$ cat config.mk
export PLATFORM = sky130hd
export DESIGN_NAME = div32s_radix2_seq
export DESIGN_NICKNAME = d
export VERILOG_FILES = /design/src/rtl/div32s_radix2_seq.sv
export SDC_FILE = /design/constraint.sdc
export NUM_CORES = 1
export LEC_CHECK = 0
export CAP_MARGIN = 20
export CORE_UTILIZATION = 25
export DETAILED_ROUTE_END_ITERATION = 12
export SYNTH_ARGS = -nofsm -noshare
export SYNTH_HDL_FRONTEND = slang
export SYNTH_SLANG_ARGS = --single-unit
$ cat constraint.sdc
create_clock -name clk -period 5.5 [get_ports clk]
set_clock_uncertainty 0.15 [all_clocks]
set_input_delay 1.1 -clock clk [delete_from_list [all_inputs] [get_ports clk]]
set_output_delay 1.1 -clock clk [all_outputs]
set_load 0.005 [all_outputs]
$ cat src/rtl/div32s_radix2_seq.sv
// Sequential signed divider: radix-2 restoring iteration on magnitudes, then sign fixup.
// Optional DIV_EARLY_OUT_EN: zero-divisor and overflow cases bypass CALC.
module div32s_radix2_seq #(
  parameter int WIDTH = 32
) (
  input  logic             clk,
  input  logic             rst,
  input  logic             in_valid,
  output logic             in_ready,
  input  logic [WIDTH-1:0] dividend,
  input  logic [WIDTH-1:0] divisor,
  output logic             out_valid,
  input  logic             out_ready,
  output logic [WIDTH-1:0] quotient,
  output logic [WIDTH-1:0] remainder,
  output logic             div_by_zero,
  output logic             overflow,
  output logic [1:0]       dbg_state
);

  // Handshake: a transfer happens on a rising edge where valid && ready; the
  // producer holds data stable while valid is high and ready is low.

  localparam int CW = $clog2(WIDTH);
  localparam logic [CW-1:0]    LAST     = CW'(WIDTH - 1);
  localparam logic [WIDTH-1:0] MOST_NEG = {1'b1, {(WIDTH-1){1'b0}}};

  typedef enum logic [1:0] {IDLE, CALC, FIX, DONE} state_t;

  state_t           state_q, state_d;
  logic [WIDTH-1:0] rem_q, rem_d;
  logic [WIDTH-1:0] quo_q, quo_d;
  logic [WIDTH-1:0] dvs_q, dvs_d;
  logic [WIDTH-1:0] orig_q, orig_d;
  logic             neg_a_q, neg_a_d;
  logic             neg_b_q, neg_b_d;
  logic             zero_q, zero_d;
  logic             ovf_q, ovf_d;
  logic [CW-1:0]    cnt_q, cnt_d;
  logic             out_valid_q, out_valid_d;
  logic [WIDTH-1:0] quotient_q, quotient_d;
  logic [WIDTH-1:0] remainder_q, remainder_d;
  logic             dz_q, dz_d;
  logic             ov_q, ov_d;

  logic [WIDTH-1:0] abs_a, abs_b, rem_trial;
  logic [WIDTH:0]   shifted;
  logic             trial_ok, in_zero, in_ovf;

  // quo_q starts as |dividend| and fills with quotient bits as it shifts out.
  always_comb begin
    abs_a     = dividend[WIDTH-1] ? (~dividend + 1'b1) : dividend;
    abs_b     = divisor[WIDTH-1] ? (~divisor + 1'b1) : divisor;
    in_zero   = (divisor == '0);
    in_ovf    = (dividend == MOST_NEG) && (divisor == '1);
    shifted   = {rem_q, quo_q[WIDTH-1]};
    trial_ok  = (shifted >= {1'b0, dvs_q});
    rem_trial = shifted[WIDTH-1:0] - dvs_q;
  end

  always_comb begin
    state_d     = state_q;
    rem_d       = rem_q;
    quo_d       = quo_q;
    dvs_d       = dvs_q;
    orig_d      = orig_q;
    neg_a_d     = neg_a_q;
    neg_b_d     = neg_b_q;
    zero_d      = zero_q;
    ovf_d       = ovf_q;
    cnt_d       = cnt_q;
    out_valid_d = out_valid_q;
    quotient_d  = quotient_q;
    remainder_d = remainder_q;
    dz_d        = dz_q;
    ov_d        = ov_q;
    case (state_q)
      IDLE: begin
        if (in_valid) begin
          quo_d   = abs_a;
          dvs_d   = abs_b;
          orig_d  = dividend;
          neg_a_d = dividend[WIDTH-1];
          neg_b_d = divisor[WIDTH-1];
          zero_d  = in_zero;
          ovf_d   = in_ovf;
          rem_d   = '0;
          cnt_d   = '0;
`ifdef DIV_EARLY_OUT_EN
          state_d = (in_zero || in_ovf) ? FIX : CALC;
`else
          state_d = CALC;
`endif
        end
      end
      CALC: begin
        rem_d = trial_ok ? rem_trial : shifted[WIDTH-1:0];
        quo_d = {quo_q[WIDTH-2:0], trial_ok};
        cnt_d = cnt_q + 1'b1;
        if (cnt_q == LAST) state_d = FIX;
      end
      FIX: begin
        out_valid_d = 1'b1;
        state_d     = DONE;
        if (zero_q) begin
          quotient_d  = '1;
          remainder_d = orig_q;
          dz_d        = 1'b1;
          ov_d        = 1'b0;
        end else if (ovf_q) begin
          quotient_d  = MOST_NEG;
          remainder_d = '0;
          dz_d        = 1'b0;
          ov_d        = 1'b1;
        end else begin
          quotient_d  = (neg_a_q ^ neg_b_q) ? (~quo_q + 1'b1) : quo_q;
          remainder_d = neg_a_q ? (~rem_q + 1'b1) : rem_q;
          dz_d        = 1'b0;
          ov_d        = 1'b0;
        end
      end
      DONE: begin
        if (out_ready) begin
          out_valid_d = 1'b0;
          state_d     = IDLE;
        end
      end
      default: state_d = IDLE;
    endcase
  end

  always_ff @(posedge clk) begin
    if (rst) begin
      state_q     <= IDLE;
      rem_q       <= '0;
      quo_q       <= '0;
      dvs_q       <= '0;
      orig_q      <= '0;
      neg_a_q     <= 1'b0;
      neg_b_q     <= 1'b0;
      zero_q      <= 1'b0;
      ovf_q       <= 1'b0;
      cnt_q       <= '0;
      out_valid_q <= 1'b0;
      quotient_q  <= '0;
      remainder_q <= '0;
      dz_q        <= 1'b0;
      ov_q        <= 1'b0;
    end else begin
      state_q     <= state_d;
      rem_q       <= rem_d;
      quo_q       <= quo_d;
      dvs_q       <= dvs_d;
      orig_q      <= orig_d;
      neg_a_q     <= neg_a_d;
      neg_b_q     <= neg_b_d;
      zero_q      <= zero_d;
      ovf_q       <= ovf_d;
      cnt_q       <= cnt_d;
      out_valid_q <= out_valid_d;
      quotient_q  <= quotient_d;
      remainder_q <= remainder_d;
      dz_q        <= dz_d;
      ov_q        <= ov_d;
    end
  end

  assign in_ready    = (state_q == IDLE);
  assign out_valid   = out_valid_q;
  assign quotient    = quotient_q;
  assign remainder   = remainder_q;
  assign div_by_zero = dz_q;
  assign overflow    = ov_q;
  assign dbg_state   = state_q;

endmodule

Word level (Yosys, flattened, before mapping):

Index checks and enable logic that the tools add are counted.

* bits of input ports: 68
* logic and storage cells: 69
* bits in read-only memories: 0
* register bits: 206
* memory bits (writable): 0
* bits in latches: 0
* memories kept: 0

* add/sub/neg operators: 6
* equal/unequal tests: 9
* bitwise logic cells: 5
* shift-type cells: 0
* reductions and logical operators: 9
* div/mod/pow operators: 0
* multiplexer cells: 24
* order comparisons: 1
* $mul: 0

Operators by type and width (number)
* two-way mux 32 bit: 11
* adder 32 x 1 -> 32 bit, second input constant: 4
* NOT 32 bit: 4
* one-hot mux 32 bit (2 select lines): 2
* equality test 32 bit, second input constant: 2
* greater-or-equal comparator 33 x 32 -> 1 bit: 1
* logical NOT 32 bit: 1
* subtractor 32 bit: 1
* one-hot mux 5 bit (2 select lines): 1
* one-hot mux 2 bit (4 select lines): 1
* two-way mux 2 bit: 3
* != test 2 bit, second input constant: 3
* AND reduction 2 bit: 3
* adder 5 x 1 -> 5 bit, second input constant: 1
* equality test 5 bit, second input constant: 1
* two-way mux 5 bit: 1
* equality test 2 bit, second input constant: 2
* two-way mux 1 bit: 4
* nonzero test 2 bit: 2
* AND reduction 3 bit: 1
* equality test 2 x 1 -> 1 bit, second input constant: 1
* logical NOT 2 bit: 1
* one-hot mux 1 bit (2 select lines): 1
* logical AND 1 bit: 1
* XOR 1 bit: 1

Logic depth before layout (Yosys ltp):

Gate-level depths: netlist of run 1.

* depth in word-level cells: 5
* mapped depth: 13
* mapped depth without buffers: 13

Worst setup path after synthesis of run 1:

OpenSTA, ideal clock, no wires.

* kind: input-to-reg
* from: input port dividend[8]
* to: register quo_q[27]
* arrival time: 3.477 ns
* required time: 5.216 ns
* slack: 1.739 ns
* stages on the path: 8
* setup time: 0.134 ns
* cell sequence: or4_4 -> or4_1 -> or2_1 -> or3_4 -> or3_4 -> o31ai_1 -> xor2_1 -> o22ai_1

* word-level cells in the longest chain between the ends: 5

Ends and longest elaborated chain
* from (decl): RTL line 10 `input logic [WIDTH-1:0] dividend,`
* NOT 32 bit: RTL line 52 `abs_a = dividend[WIDTH-1] ? (~dividend + 1'b1) : dividend;`
* adder 32 x 1 -> 32 bit: RTL line 52
* two-way mux 32 bit: RTL line 52
* two-way mux 32 bit: RTL line 79 `if (in_valid) begin`
* one-hot mux 32 bit (2 select lines): RTL line 77 `case (state_q)`
* to (signal assigned): RTL line 152 `quo_q <= quo_d;`
* to (decl): RTL line 32 `logic [WIDTH-1:0] quo_q, quo_d;`

Every way passes these cells. The select of a mux whose other input is x is not followed.
A chain may end at the register's enable or synchronous reset.

Final worst setup path of run 1:

* from: input port dividend[8]
* to: register quo_q[24]

The elaborated chain is that of the path after synthesis.

==> results by group, run 1 <==
Status
  • Outcome: finished, final reports clean

Global route
  • Vias in the first global route: 11203
  • GRT overflow: 0
  • Largest net degree at the start of global routing: 92
  • Initial antenna violation count: 2
  • First-pass GRT wire length: 62.89 mm
  • GRT Total Usage: 15.59%

Die
  • Io pins: 138
  • # rows: 81
  • Full die area: 0.05070 mm2
  • Die H: 225.2 um
  • Initial core utilization: 25.39%
  • Core area: 0.04905 mm2
  • Die W: 225.2 um

Timing
  • Max Fclk: 0.2496 GHz
  • Final setup violation count: 0
  • TNS Setup: 0 ns
  • Final Hold Viols: 0
  • Pins Over Slew Limit: 0
  • Slew headroom: 32.70%
  • Fin worst setup slack: 1.493 ns
  • Worst slew pin tran: 1.009 ns
  • Final Cycle Share: 72.85%
  • Fin crit period: 4.007 ns
  • RSZ-0062 raised after global routing: no

Yosys
  • Ys async rst share: 0%
  • Ys flop type: dfxtp_1
  • Mapped Nets: 1780
  • Mapped Cells: 1668
  • Register bit total from synthesis: 205
  • Post-synthesis cell area: 0.01245 mm2
  • Yosys Warn Count: 0
  • Post-synth EDFFs: 0
  • Post-synthesis cell type count: 59
  • Share of the yosys chip area belonging to registers: 32.96%
  • Syn avg cell area: 7.465 um2

Drt
  • WL/cell: 16.62 um
  • DR DRC count: 0
  • Drt initial violations: 723
  • Vias per std cell: 4.893
  • DRT antenna net count: 0
  • Via count: 11856
  • Drt total wl: 40.28 mm
  • Drt first pass iters: 5

Clock tree
  • Hold_buf cts: 0
  • CTS buffer count: 26
  • Clock sinks: 205
  • Clk Latency, worst-skew pair: 0.55 ns
  • CTS tree: done
  • Clock buffer depth: 3
  • Cts repair resizes: 0
  • H-tree depth: 1
  • Setup bufs post-CTS: 0
  • Reg clk slew, reported paths: 0.06 ns
  • Clk root buf: clkbuf_16

Placed design
  • Placer Congestion: 0.8687
  • Placed wire-length estimate: 30.35 mm
  • Pre-CTS WS: 0.9338 ns
  • Buffers on Ports: 137

Power and ir drop
  • Sequential share of power: 30.4%
  • Peak VDD IR: 0.2327 mV
  • LEAKAGE: 5.591 nW
  • Psw: 2.972 mW
  • Power per Cell Area: 474.5 mW/mm2
  • Combinational power share: 45.8%
  • Cell Int Power: 4.285 mW
  • Switching Share: 40.95%
  • Tot Pwr: 7.257 mW
  • Part of the power in the clock network: 23.8%

Cells and area
  • Commonest non-fill, non-tap cell in the layout: nand2_1
  • Ant diodes: 0
  • NumNets Final: 1852
  • Fill count: 5262
  • Layout cells sized above 1: 4.719%
  • Area delta synth->final: 22.83%
  • Most frequent cells in the layout: nand2_1, dfxtp_1, a21oi_1, nor2_1, clkdlybuf4s50_1

Critical path
  • R2R Setup Slk: 1.59 ns
  • Worst Path Arrival: 4.24 ns
  • R2R cell count: 11
  • Max FO, Critical Path: 6
  • Critical path class: primary input to register
  • WP depth: 10
  • Worst setup EP type: register
  • Required time of the critical path: 5.73 ns
  • WP buf/inv: 1
  • CP Launch Point: dividend[8]
  • Reg2reg end: rem_q[0]
  • Max incr delay on CP: 0.62 ns
  • Crit start category: primary input
  • CP delay by family, top: simple AND/OR/NAND/NOR gates
  • Crit-path cells: clkdlybuf4s50_1 > or4_4 > or4_1 > or2_1 > or4b_1 > o31ai_1 > xor2_1 > o21ai_0 > nand2_1 > a21oi_1
  • Worst-path cell with the longest stage delay: or4_4
  • CP Capture Point: quo_q[24]
  • RR Startpoint: rem_q[2]

Job
  • Max-capacitance violation count: 0

Min path
  • Class of the worst hold path: register to register
[routing by layer]
layer / global-route usage, % / vias up / wire (um)
li1: - / 5969 / -
met1: 21.78 / 5573 / 19500
met2: 24.84 / 265 / 18060
met3: 2.347 / 47 / 1924
met4: 4.104 / 2 / 779
met5: 0 / - / 11
[worst min path at each step]
stage	startpoint	end	slack, ns	depth (start not counted)
6_report	orig_q[29]	orig_q[29]	0.31	2
5_1_grt	orig_q[21]	orig_q[21]	0.33	2
4_1_cts	orig_q[3]	orig_q[3]	0.31	2
3_5_place_dp	orig_q[3]	orig_q[3]	0.30	2
3_3_place_gp	orig_q[20]	orig_q[20]	0.30	2
2_1_floorplan	orig_q[22]	orig_q[22]	0.29	2
[metrics by stage]
| stage | area (um2) | util, % | hold slack [ns] | instances |
|---|---|---|---|---|
| final | 15290 | 31.18 | 0.3054 | 2423 |
| after global routing | 15290 | 31.18 | 0.3277 | 2423 |
| after CTS | 15290 | 31.18 | 0.3086 | 2423 |
| after detailed placement | 14420 | 29.39 | 0.3007 | 2376 |
| after global placement | 14420 | 29.39 | 0.2975 | 2376 |
| after floorplan | 12450 | - | 0.2865 | 1668 |
[area by class of cell]
class / instances / area [um2] / share of cell area [%]
repair buffers: 152 / 1506 / 9.849
inverters: 63 / 236.5 / 1.546
multi-input cells: 1292 / 7737 / 50.59
clock inverters: 12 / 92.59 / 0.6054
flip-flops and latches: 205 / 4105 / 26.84
clock buffers: 35 / 785.8 / 5.137
well taps: 664 / 830.8 / 5.432
[sequential cells by signal, indices dropped and copies added, names as in the netlist]
signal       flops
cnt_q            5
dbg_state        2
div_by_zero      1
dvs_q           32
neg_b_q          1
orig_q          32
out_valid        1
overflow         1
ovf_q            1
quo_q           32
quotient        32
rem_q           32
remainder       32
zero_q           1
[cells by family after synthesis]
kind of cell	share of synthesized area, %
compound gates	23.32
xor+xnor	10.48
flops	32.96
mux	2.653
buf+inv	5.195
fa+ha+maj	4.482
simple gates	20.91
[worst min-delay path, delay by kind of cell, from the launching register on]
family           cells  cell delay, ns
flip-flops           1            0.31
AO/OA/AOI/OAI        1            0.05
AND/OR/NAND/NOR      1            0.05
[power by group through the flow]
stage | combinational (mW) | clock [mW] | sequential [mW]
floorplan | 2.24 | 0 | 2.15
global placement | 3.30 | 0 | 2.22
detailed placement | 3.33 | 0 | 2.24
CTS | 3.35 | 1.77 | 2.21
global route | 3.72 | 1.83 | 2.26
finish | 3.33 | 1.73 | 2.20
[cell usage after synthesis, drive strengths merged, types with 13 or more instances]
library cell  count  area share, %
o21ai           124            5.0
o31ai            32            2.0
clkbuf           90            2.7
or4              19            1.2
nand2           250            7.5
nor3             33            1.3
nor2b            14           0.70
xnor2            60            4.2
dfxtp           205             33
or3              21            1.1
a211oi           60            3.7
nand4            13           0.65
xor2             89            6.3
buf              18           0.58
mux2i            33            2.7
a21oi           176            7.1
ha               43            4.3
nor2            176            5.3
inv              63            1.9
(Power assumes the default switching activity.)
==> run 2: changes to the inputs <==
==> constraint.sdc (replaced) <==
create_clock -name clk -period 3.7 [get_ports clk]
set_clock_uncertainty 0.15 [all_clocks]
set_input_delay 0.74 -clock clk [delete_from_list [all_inputs] [get_ports clk]]
set_output_delay 0.74 -clock clk [all_outputs]
set_load 0.005 [all_outputs]
==> run 2 against run 1 <==
Net effect:
- non-clock buffer count up 79
- cell area grew 3.5%
- hold slack improved by 0.0029 ns
- global-route usage up 0.17 points
- core utilization up 1.1 points
- clock power is 41% higher
- sequential share of layout area is 0.91 points lower
- power is 49% higher
- setup slack worse by 1.3 ns
- first-iteration DRC count grew 14%
- largest cell class unchanged
- largest power group unchanged
==> results by group, run 2 (synthesis results as in run 1) <==
Clock tree
  • Clock sinks: 205
  • CTS buffer count: 25
  • Clk root buf: clkbuf_16
  • Reg clk slew, reported paths: 0.06 ns
  • CTS tree: done
  • H-tree depth: 1
  • Clock buffer depth: 3
  • Hold_buf cts: 0
  • Clk Latency, worst-skew pair: 0.54 ns

Placed design
  • Placed Instances: 2454
  • Area after DPL: 0.01499 mm2
  • Placed wire-length estimate: 31.42 mm
  • Placer Congestion: 0.8578
  • Buffers on Ports: 137

Cells and area
  • Final Cell Area: 0.01583 mm2
  • Commonest non-fill, non-tap cell in the layout: nand2_1
  • Layout cells sized above 1: 8.601%
  • Area delta synth->final: 27.12%
  • Final std cells w/o fill: 2501
  • NumNets Final: 1930
  • Ant diodes: 0
  • Most frequent cells in the layout: nand2_1, dfxtp_1, a21oi_1, nor2_1, clkdlybuf4s50_1
  • Fill count: 5268
  • Final Util: 32.27%
  • Multi-input logic area: 0.007742 mm2
  • FF+latch area: 0.004105 mm2

Global route
  • GRT Total Usage: 15.77%
  • Vias in the first global route: 11605
  • First-pass GRT wire length: 63.74 mm
  • Largest net degree at the start of global routing: 94
  • GRT overflow: 0
  • Initial antenna violation count: 0

Timing
  • Worst slew pin tran: 1.008 ns
  • Fin crit period: 3.467 ns
  • Final setup violation count: 0
  • Max Fclk: 0.2885 GHz
  • Final Hold Viols: 0
  • Slew headroom: 32.79%
  • Pins Over Slew Limit: 0
  • Final Cycle Share: 93.70%
  • RSZ-0062 raised after global routing: no

Die
  • Initial core utilization: 25.39%
  • Io pins: 138
  • Die H: 225.2 um
  • Core area: 0.04905 mm2
  • Full die area: 0.05070 mm2
  • # rows: 81
  • Die W: 225.2 um

Drt
  • Drt first pass iters: 4
  • DR DRC count: 0
  • DRT antenna net count: 0
  • Via count: 12238
  • Vias per std cell: 4.893
  • WL/cell: 16.27 um
  • Drt initial violations: 823
  • Drt total wl: 40.69 mm

Job
  • Max-capacitance violation count: 0

Power and ir drop
  • Peak VDD IR: 0.3307 mV
  • LEAKAGE: 5.952 nW
  • Power per Cell Area: 685.1 mW/mm2

Critical path
  • Critical path class: register to register
  • Crit start category: register
  • Max FO, Critical Path: 4
  • Required time of the critical path: 3.97 ns
  • Worst Path Arrival: 3.73 ns
  • Worst setup EP type: register

Status
  • Outcome: finished, final reports clean

Min path
  • Class of the worst hold path: register to register
-- run 2: cell types whose count changed in the layout (fill, tap and decap cells not counted) --
cell,delta
a211oi_1,-1
buf_12,-1
buf_4,+79
clkbuf_16,-2
a21boi_1,+1
inv_6,+1
clkbuf_8,-1
a211oi_2,+1
a21boi_0,-1
buf_8,+1
clkinv_4,+1
clkinv_2,-1
clkbuf_1,+4
clkinvlp_4,-3
-- run 2: timing repair --
item | in CTS | in global routing
resized for setup | 0 | 2
endpoints found under the setup margin | 0 | 2
buffers inserted | 0 | 0
-- run 2: stage by stage --
stage / power (mW) / hold slack (ns) / setup TNS (ns) / setup WS (ns)
global placement: 8.342 / 0.2984 / -2.586 / -0.2697
global route: 11.70 / 0.3320 / 0 / 0.007983
floorplan: 6.521 / 0.2865 / 0 / 0.2994
finish: 10.84 / 0.3083 / 0 / 0.2333
detailed placement: 8.413 / 0.3005 / -3.296 / -0.3190
CTS: 10.89 / 0.3090 / 0 / 0.2131
-- run 2: critical path, cell delays in order (launching register included) --
cell      delay [ns]
dfxtp_1         0.32
inv_1           0.17
ha_1            0.21
inv_1           0.06
fa_1            0.41
a211oi_1        0.31
nor3_1          0.15
o21ai_0         0.18
buf_4           0.15
o221ai_1        0.25
a21boi_1        0.25
buf_4           0.14
o221ai_1        0.13
a21oi_1         0.22
xor2_1          0.16
o21ai_0         0.09
-- run 2: final timing paths --
check	start	end	slack (ns)	cells past startpoint
max	quo_q[31]	rem_q[30]	0.23	15
min	orig_q[29]	orig_q[29]	0.31	2
max reg2reg	quo_q[31]	rem_q[30]	0.23	15
min reg2reg	orig_q[29]	orig_q[29]	0.31	2
-- run 2: area by class of cell --
type | count | area share, %
Inverter | 63 | 1.494
Sequential cell | 205 | 25.93
Clock inverter | 10 | 0.5217
Multi-Input combinational cell | 1292 | 48.91
Timing Repair Buffer | 231 | 13.23
Clock buffer | 36 | 4.656
Tap cell | 664 | 5.249
-- run 2: power by group --
part	leakage, nW	switching, mW	total [mW]	internal, mW
Clock	0.413	0.992	2.44	1.45
Combinational	3.86	2.97	5.14	2.17
Sequential	1.67	0.470	3.26	2.79
Total	5.95	4.43	10.8	6.42
-- run 2: per-layer routing --
metal	GRT usage (%)	routed length [um]	up-vias
li1	-	-	6120
met1	21.70	19290	5751
met2	25.22	18100	306
met3	2.438	2267	61
met4	4.652	1033	0
met5	0	0	-
